## src/rtl/mem_arb_pkg.sv

```systemverilog
// Shared types and constants for the I/D memory port arbiter.
package mem_arb_pkg;

    localparam int AW = 16;
    localparam int DW = 16;
    localparam logic [1:0] BE_ALL = 2'b11;

    typedef enum logic [1:0] {
        IDLE,
        SERVE_I,
        SERVE_D
    } arb_state_t;

    typedef enum logic {
        PORT_I,
        PORT_D
    } arb_port_t;

endpackage

```

## src/rtl/mem_arbiter.sv

```systemverilog
// mem_arbiter: shares one 16-bit memory port between instruction fetch (I)
// and data load/store (D). One transaction at a time, command registered on
// grant, at least one idle cycle with strobes low between transactions.
// Build option MEM_ARBITER_RR_EN: round-robin on simultaneous requests;
// otherwise D wins ties.
module mem_arbiter #(
    parameter int AW = mem_arb_pkg::AW,
    parameter int DW = mem_arb_pkg::DW
) (
    input  logic          clk,
    input  logic          rst_n,
    input  logic          imem_read,
    input  logic [AW-1:0] imem_address,
    output logic          imem_resp,
    output logic [DW-1:0] imem_rdata,
    input  logic          dmem_read,
    input  logic          dmem_write,
    input  logic [1:0]    dmem_byte_enable,
    input  logic [AW-1:0] dmem_address,
    input  logic [DW-1:0] dmem_wdata,
    output logic          dmem_resp,
    output logic [DW-1:0] dmem_rdata,
    output logic          pmem_read,
    output logic          pmem_write,
    output logic [1:0]    pmem_byte_enable,
    output logic [AW-1:0] pmem_address,
    output logic [DW-1:0] pmem_wdata,
    input  logic          pmem_resp,
    input  logic [DW-1:0] pmem_rdata
);

    import mem_arb_pkg::*;

    arb_state_t state;
    arb_state_t state_next;
    arb_port_t  winner;
    logic       i_req;
    logic       d_req;

`ifdef MEM_ARBITER_RR_EN
    arb_port_t  last_grant;
`endif

    assign i_req = imem_read;
    assign d_req = dmem_read | dmem_write;

    // Winner when at least one request is pending; a lone requester always wins.
    function automatic arb_port_t pick_winner(input logic ireq, input logic dreq);
        if (ireq && dreq) begin
`ifdef MEM_ARBITER_RR_EN
            return (last_grant == PORT_I) ? PORT_D : PORT_I;
`else
            return PORT_D;
`endif
        end
        return dreq ? PORT_D : PORT_I;
    endfunction

    assign winner = pick_winner(i_req, d_req);

    // State register.
    always_ff @(posedge clk or negedge rst_n) begin
        if (!rst_n) begin
            state <= IDLE;
        end else begin
            state <= state_next;
        end
    end

    // Next state and combinational completion routed to the granted port only.
    always_comb begin
        state_next = state;
        imem_resp  = 1'b0;
        dmem_resp  = 1'b0;
        imem_rdata = '0;
        dmem_rdata = '0;
        case (state)
            IDLE: begin
                if (i_req || d_req) begin
                    state_next = (winner == PORT_D) ? SERVE_D : SERVE_I;
                end
            end
            SERVE_I: begin
                if (pmem_resp) begin
                    imem_resp  = 1'b1;
                    imem_rdata = pmem_rdata;
                    state_next = IDLE;
                end
            end
            SERVE_D: begin
                if (pmem_resp) begin
                    dmem_resp  = 1'b1;
                    dmem_rdata = pmem_rdata;
                    state_next = IDLE;
                end
            end
            default: state_next = IDLE;
        endcase
    end

    // Memory command registers: loaded on grant, strobes dropped on completion.
    always_ff @(posedge clk or negedge rst_n) begin
        if (!rst_n) begin
            pmem_read        <= 1'b0;
            pmem_write       <= 1'b0;
            pmem_byte_enable <= '0;
            pmem_address     <= '0;
            pmem_wdata       <= '0;
        end else begin
            if (state == IDLE) begin
                if (state_next == SERVE_I) begin
                    pmem_read        <= 1'b1;
                    pmem_write       <= 1'b0;
                    pmem_byte_enable <= BE_ALL;
                    pmem_address     <= imem_address;
                end else if (state_next == SERVE_D) begin
                    // read+write together is a write
                    pmem_read        <= ~dmem_write;
                    pmem_write       <= dmem_write;
                    pmem_byte_enable <= dmem_write ? dmem_byte_enable : BE_ALL;
                    pmem_address     <= dmem_address;
                    pmem_wdata       <= dmem_wdata;
                end
            end else if (pmem_resp) begin
                pmem_read  <= 1'b0;
                pmem_write <= 1'b0;
            end
        end
    end

`ifdef MEM_ARBITER_RR_EN
    // Remember the most recent grant for round-robin tie breaking.
    always_ff @(posedge clk or negedge rst_n) begin
        if (!rst_n) begin
            last_grant <= PORT_I;
        end else if (state == IDLE && (i_req || d_req)) begin
            last_grant <= winner;
        end
    end
`endif

endmodule

```

## config.mk

```make
export PLATFORM = sky130hd
export DESIGN_NAME = mem_arbiter
export DESIGN_NICKNAME = d
export VERILOG_FILES = /design/src/rtl/mem_arb_pkg.sv /design/src/rtl/mem_arbiter.sv
export SDC_FILE = /design/constraint.sdc
export NUM_CORES = 1
export LEC_CHECK = 0
export ABC_AREA = 1
export BUFFER_PORTS_ARGS = -buffer_cell sky130_fd_sc_hd__buf_4
export CORE_AREA = 5 5 91 67
export DETAILED_ROUTE_END_ITERATION = 10
export DIE_AREA = 0 0 96 72
export PLACE_DENSITY = 0.84
export REMOVE_ABC_BUFFERS = 1
export SLEW_MARGIN = 20
export SYNTH_ARGS = -nofsm -noshare
export SYNTH_HDL_FRONTEND = slang
export SYNTH_SLANG_ARGS = --single-unit
```

## constraint.sdc

```tcl
create_clock -name clk -period 3.3 [get_ports clk]
set_clock_uncertainty 0.05 [all_clocks]
set_input_delay 0.33 -clock clk [delete_from_list [all_inputs] [get_ports clk]]
set_output_delay 0.33 -clock clk [all_outputs]
set_load 0.02 [all_outputs]
```

==> results.sh, run 1 <==
export IMPL_grt_pass1_vias=2034
export IMPL_grt_ovfl_total=0
export IMPL_grt_setup_unrepaired="false"
export IMPL_hold_path_class="input port to flop"
export IMPL_pwr_share_seq=0.294
export IMPL_fp_coreArea_sq_mm=0.00512
export IMPL_fillers=447
export IMPL_pin_count=142
export IMPL_synth_most_common_cell="nand2_1"
export IMPL_multi_input_area_sq_um=860
export IMPL_relSlewSlack=0.636
export IMPL_clockPowerShare=0.167
export IMPL_ctsHtreeMaxLevel=2
export IMPL_p_comb_frac=0.539
export IMPL_port_buffers=141
export IMPL_critPathLaunchType="flop"
export IMPL_period_needed_ns=2.56
export IMPL_seqCellArea_sq_um=951
export IMPL_vdd_drop_max_uv=486
export IMPL_drc=0
export IMPL_yosysTopAreaCell="dfrtp_1"
export IMPL_grt_usage=0.172
export IMPL_drive_above_1_share=0.415
export IMPL_setup_tns_ns=0
export IMPL_power_mw=2.81
export IMPL_sw_frac_of_total=0.430
export IMPL_ys_async_sr_fraction=1.00
export IMPL_numCtsBuffers=5
export IMPL_grt_pass1_wl_um=9490
export IMPL_drt_initial_drc_count=112
export IMPL_via_per_inst=4.40
export IMPL_syn_area_sq_mm=0.00198
export IMPL_critPathRequiredTime_ns=3.48
export IMPL_avgRoutedWirePerCell_um=12.7
export IMPL_clkSinkCount=38
export IMPL_syn_mean_instance_area_sq_um=7.70
export IMPL_vias=2077
export IMPL_num_antenna_cells=0
export IMPL_start_util=0.387
export IMPL_dr_pass1_iters=4
export IMPL_ys_seq_area_frac=0.480
export IMPL_finalSetupViolCount=0
export IMPL_min_period_over_period=0.777
export IMPL_p_switching_mw=1.21
export IMPL_postCtsSetupRepairBufs=0
export IMPL_internal_power_mw=1.60
export IMPL_maxCapViolations=0
export IMPL_power_density_mw_per_mm2=871
export IMPL_ys_top_cells_by_count="86 x nand2_1, 49 x nor2_1, 38 x dfrtp_1"
export IMPL_cp_max_fo=19
export IMPL_path_class="flop to flop"
export IMPL_synth_edf_count=0
export IMPL_yosysTopAreaCellShare=0.480
export IMPL_cts_tree="yes"
export IMPL_dieArea_sq_mm=0.00691
export IMPL_synth_seq_cells=38
export IMPL_cts_hold_buf=1
export IMPL_rows=22
export IMPL_gp_congestion=0.827
export IMPL_chipHeight_um=72
export IMPL_antenna_left=0
export IMPL_cp_arrival_ns=2.74
export IMPL_fp_dieW_um=96
export IMPL_tightestPinTransition_ns=0.545
export IMPL_status="complete, no violations"
export IMPL_synthToLayoutAreaGrowth_pct=62.9
export IMPL_clk_pin_slew_ns=0.08
export IMPL_syn_inst=257
export IMPL_post_cts_resized=0
export IMPL_cts_max_path_buffers=2
export IMPL_cts_root_buffer="clkbuf_8"
export IMPL_hold_violations=0
export IMPL_clk_insertion_delay_late_ns=0.28
export IMPL_yosysWarnings=0
export IMPL_antenna_found_initial=0
export IMPL_end_kind="flop"
export IMPL_slew_viol_final=0
export IMPL_timing_fmax_mhz=390
export IMPL_grt_max_degree=39
export IMPL_dp_hpwl_um=4810
export IMPL_nets=477
export IMPL_synth_distinct_cells=21
export IMPL_routed_wl_um=5990
export IMPL_p_leak_nw=1.86
export IMPL_synthFlopType="dfrtp_1"
export IMPL_synth_area_leaders="dfrtp_1 48%, nand2_1 16%, nor2_1 9.3%"
[power groups by stage]
stage	combinational, mW	clock, mW	sequential [mW]
after floorplan	0.652	0	1.07
after global placement	1.50	0	0.829
after detailed placement	1.54	0	0.831
after CTS	1.53	0.476	0.828
after global routing	1.67	0.498	0.856
final	1.51	0.468	0.827
[worst max-delay path: stages (launching register included)]
cell and delay (ns):
dfrtp_1 0.42, inv_1 0.11, ha_1 0.32, nand2_1 0.11
nand2_1 0.06, nand2_1 0.05, ha_1 0.17, buf_4 0.19
inv_2 0.29, nand3_4 0.27, inv_2 0.29, nand2_1 0.11
nand2_1 0.07
[final timing paths]
path                                             from                           to  slack [ns]  depth (start not counted)
worst min register to register  pmem_read$_DFFE_PN0P_        pmem_read$_DFFE_PN0P_        0.43                          2
worst min-delay path                    dmem_wdata[4]    pmem_wdata[4]$_DFFE_PN0P_        0.18                          3
min in group asynchronous                       rst_n    pmem_wdata[2]$_DFFE_PN0P_        0.49                          2
max in group asynchronous                       rst_n  pmem_address[4]$_DFFE_PN0P_        2.37                          2
worst max register to register     state[0]$_DFF_PN0_    pmem_wdata[7]$_DFFE_PN0P_        0.74                         12
worst max-delay path               state[0]$_DFF_PN0_    pmem_wdata[7]$_DFFE_PN0P_        0.74                         12
[layout by cell type, fill, tap and decap left out, types with 2 or more instances in the layout]
cell type	n
nand2_1	86
inv_2	3
o21ai_0	18
nand3_1	3
clkbuf_8	5
o21ai_2	10
buf_4	142
dfrtp_1	38
o21ai_1	6
inv_1	24
ha_1	6
nor2_1	49
a21oi_1	2
bufinv_16	2
[final cells by class]
type | count | area share
clock buffer | 5 | 0.0213
clock inverter | 3 | 0.0213
inverter | 28 | 0.0341
multi-input combinational | 183 | 0.267
sequential | 38 | 0.295
tap | 72 | 0.0279
timing repair buffer | 143 | 0.334
[kinds of logic (layout without fill, tap and decap cells)]
group / after synthesis / count (layout) / share of synthesized area
simple gates: 141 / 141 / 0.286
flops: 38 / 38 / 0.480
compound gates: 36 / 36 / 0.110
buf+inv: 36 / 179 / 0.0853
fa+ha+maj: 6 / 6 / 0.0379
[layer usage]
metal,wire length [um],vias to the layer above,GRT usage
met5,0,-,0
met4,52,0,0.0379
met3,691,7,0.0539
met2,2880,94,0.292
met1,2360,907,0.213
li1,-,1069,-
[state kept, by name, summed over array words and instances (netlist names)]
signal	flops
pmem_address	16
pmem_wdata	16
pmem_byte_enable	2
state	2
pmem_read	1
pmem_write	1
[through the flow]
step | cells | setup WS [ns] | hold slack, ns | util | cell area, sq um
2_1_floorplan | 249 | 1.02 | -0.0156 | - | 1920
3_3_place_gp | 463 | 0.807 | 0.273 | 0.601 | 3080
3_5_place_dp | 463 | 0.704 | 0.271 | 0.601 | 3080
4_1_cts | 472 | 0.698 | 0.180 | 0.630 | 3220
5_1_grt | 472 | 0.442 | 0.182 | 0.630 | 3220
6_report | 472 | 0.736 | 0.183 | 0.630 | 3220
(Power assumes the default switching activity.)
==> run 2: changes to the inputs <==
Settings changed: CORE_AREA 5 5 91 67 to 5 5 94 70, DIE_AREA 0 0 96 72 to 0 0 99 75, PLACE_DENSITY 0.84 to 0.82.
Clock period 3.3 ns to 2.17 ns, I/O delays scaled along.
==> run 2 against run 1 <==
- sequential power increased by 50%
- core utilization is 3.2 points lower
- worst hold slack got worse by 0.11 ns
- flip-flop and latch count did not move
- design area grew 2.9%
- via count rose by 3.9%
- non-clock buffer count increased by 12
- global-route usage shrank 0.99 points
- critical path type unchanged
- largest power group unchanged
==> results.sh, run 2 (synthesis results as in run 1) <==
export IMPL_nets=489
export IMPL_cp_arrival_ns=2.23
export IMPL_hold_violations=0
export IMPL_reg2regPathDepth=9
export IMPL_ctsHtreeMaxLevel=2
export IMPL_status="complete, no violations"
export IMPL_setup_slack_ns=0.0838
export IMPL_place_area_sq_mm=0.00317
export IMPL_grt_usage=0.162
export IMPL_routed_wl_um=6270
export IMPL_clockPowerShare=0.117
export IMPL_dp_hpwl_um=4910
export IMPL_fp_coreArea_sq_mm=0.00555
export IMPL_path_class="flop to flop"
export IMPL_drc=0
export IMPL_clkSinkCount=38
export IMPL_via_per_inst=4.43
export IMPL_antenna_found_initial=0
export IMPL_port_buffers=141
export IMPL_cts_root_buffer="clkbuf_8"
export IMPL_p_leak_nw=1.90
export IMPL_slew_viol_final=0
export IMPL_path_depth=9
export IMPL_relSlewSlack=0.664
export IMPL_holdPathStages=3
export IMPL_worstPathBufferInverterCount=2
export IMPL_p_switching_mw=1.89
export IMPL_gp_congestion=0.882
export IMPL_sw_frac_of_total=0.439
export IMPL_dieArea_sq_mm=0.00743
export IMPL_pwr_share_seq=0.288
export IMPL_timing_fmax_mhz=479
export IMPL_cp_max_fo=15
export IMPL_drt_initial_drc_count=99
export IMPL_avgRoutedWirePerCell_um=12.9
export IMPL_pin_count=142
export IMPL_finalInstanceArea_sq_mm=0.00332
export IMPL_crit_top_cell="o21ai_0"
export IMPL_min_period_over_period=0.961
export IMPL_vdd_drop_max_uv=708
export IMPL_cts_tree="yes"
export IMPL_final_common_cell="buf_4"
export IMPL_end_kind="flop"
export IMPL_tightestPinTransition_ns=0.503
export IMPL_grt_max_degree=39
export IMPL_setup_tns_ns=0
export IMPL_post_place_ws_ns=0.0158
export IMPL_start_util=0.356
export IMPL_maxCapViolations=0
export IMPL_vias=2157
export IMPL_clk_pin_slew_ns=0.08
export IMPL_rows=23
export IMPL_holdWs_ns=0.0696
export IMPL_period_needed_ns=2.09
export IMPL_p_comb_frac=0.595
export IMPL_synthToLayoutAreaGrowth_pct=67.7
export IMPL_critPathLaunchType="flop"
export IMPL_final_cell_mix="152 x buf_4, 85 x nand2_1, 49 x nor2_1"
export IMPL_internal_power_mw=2.42
export IMPL_cp_slowest_stage_delay_ns=0.40
export IMPL_grt_pass1_vias=2169
export IMPL_hold_path_class="input port to flop"
export IMPL_dr_pass1_iters=4
export IMPL_crit_chain="inv_1, ha_1, nand3_1, a21oi_1, ha_4, nor2_8, buf_12, o21ai_0, o21ai_0"
export IMPL_finalSetupViolCount=0
export IMPL_num_antenna_cells=0
export IMPL_clk_insertion_delay_late_ns=0.29
export IMPL_chipHeight_um=75
export IMPL_grt_pass1_wl_um=9710
export IMPL_drive_above_1_share=0.439
export IMPL_cpLargestDelayFamily="adder cells"
export IMPL_power_density_mw_per_mm2=1300
export IMPL_worst_path_max_delay_cell="dfrtp_1"
export IMPL_grt_ovfl_total=0
export IMPL_antenna_left=0
export IMPL_numCtsBuffers=5
export IMPL_cts_max_path_buffers=2
export IMPL_fp_dieW_um=99
export IMPL_top_regs="pmem_address (16), pmem_wdata (16)"
export IMPL_critPathRequiredTime_ns=2.32
[run 2: layer usage]
layer / track usage / routed length [um] / vias up
li1: - / - / 1091
met1: 0.180 / 2480 / 956
met2: 0.302 / 3090 / 101
met3: 0.0509 / 625 / 9
met4: 0.0485 / 76 / 0
met5: 0 / 0 / -
[run 2: layout make-up]
| cell class | count | area, sq um |
|---|---|---|
| Fill cell | 488 | 2230 |
| Clock buffer | 6 | 82.6 |
| Inverter | 28 | 110 |
| Tap cell | 75 | 93.8 |
| Multi-Input combinational cell | 183 | 878 |
| Sequential cell | 38 | 951 |
| Timing Repair Buffer | 155 | 1190 |
| Clock inverter | 2 | 12.5 |
[run 2: worst register-to-register path, cell delays in order (launching register included)]
cell	delay (ns)
dfrtp_1	0.40
inv_1	0.08
ha_1	0.29
nand3_1	0.09
a21oi_1	0.30
ha_4	0.27
nor2_8	0.14
buf_12	0.14
o21ai_0	0.08
o21ai_0	0.17
[run 2: power groups by stage]
stage | Combinational (mW) | Sequential, mW | Clock (mW)
after floorplan | 0.991 | 1.63 | 0
after global routing | 2.79 | 1.29 | 0.554
after detailed placement | 2.50 | 1.25 | 0
final | 2.57 | 1.24 | 0.504
after CTS | 2.54 | 1.25 | 0.523
after global placement | 2.43 | 1.26 | 0
[run 2: what timing repair did]
item | in CTS | in global routing
endpoints found under the setup margin | 2 | 20
hold buffers | 1 | 0
resized for setup | 0 | 5
setup buffers | 2 | 2
endpoints found under the hold margin | 38 | 0
[run 2: metrics by stage]
step / std cells / utilization / total power [mW]
CTS: 485 / 0.592 / 4.31
floorplan: 249 / - / 2.62
global route: 487 / 0.598 / 4.63
global placement: 474 / 0.570 / 3.69
finish: 487 / 0.598 / 4.32
detailed placement: 474 / 0.570 / 3.76
[run 2: final timing paths]
kind                                                    end             startpoint  slack, ns
min in group asynchronous        pmem_wdata[13]$_DFFE_PN0P_                  rst_n       0.38
worst min-delay path              pmem_wdata[9]$_DFFE_PN0P_          dmem_wdata[9]       0.07
worst max register to register  pmem_address[1]$_DFFE_PN0P_     state[1]$_DFF_PN0_       0.08
worst min register to register        pmem_read$_DFFE_PN0P_  pmem_read$_DFFE_PN0P_       0.43
worst max-delay path            pmem_address[1]$_DFFE_PN0P_     state[1]$_DFF_PN0_       0.08
max in group asynchronous                state[0]$_DFF_PN0_                  rst_n       1.36
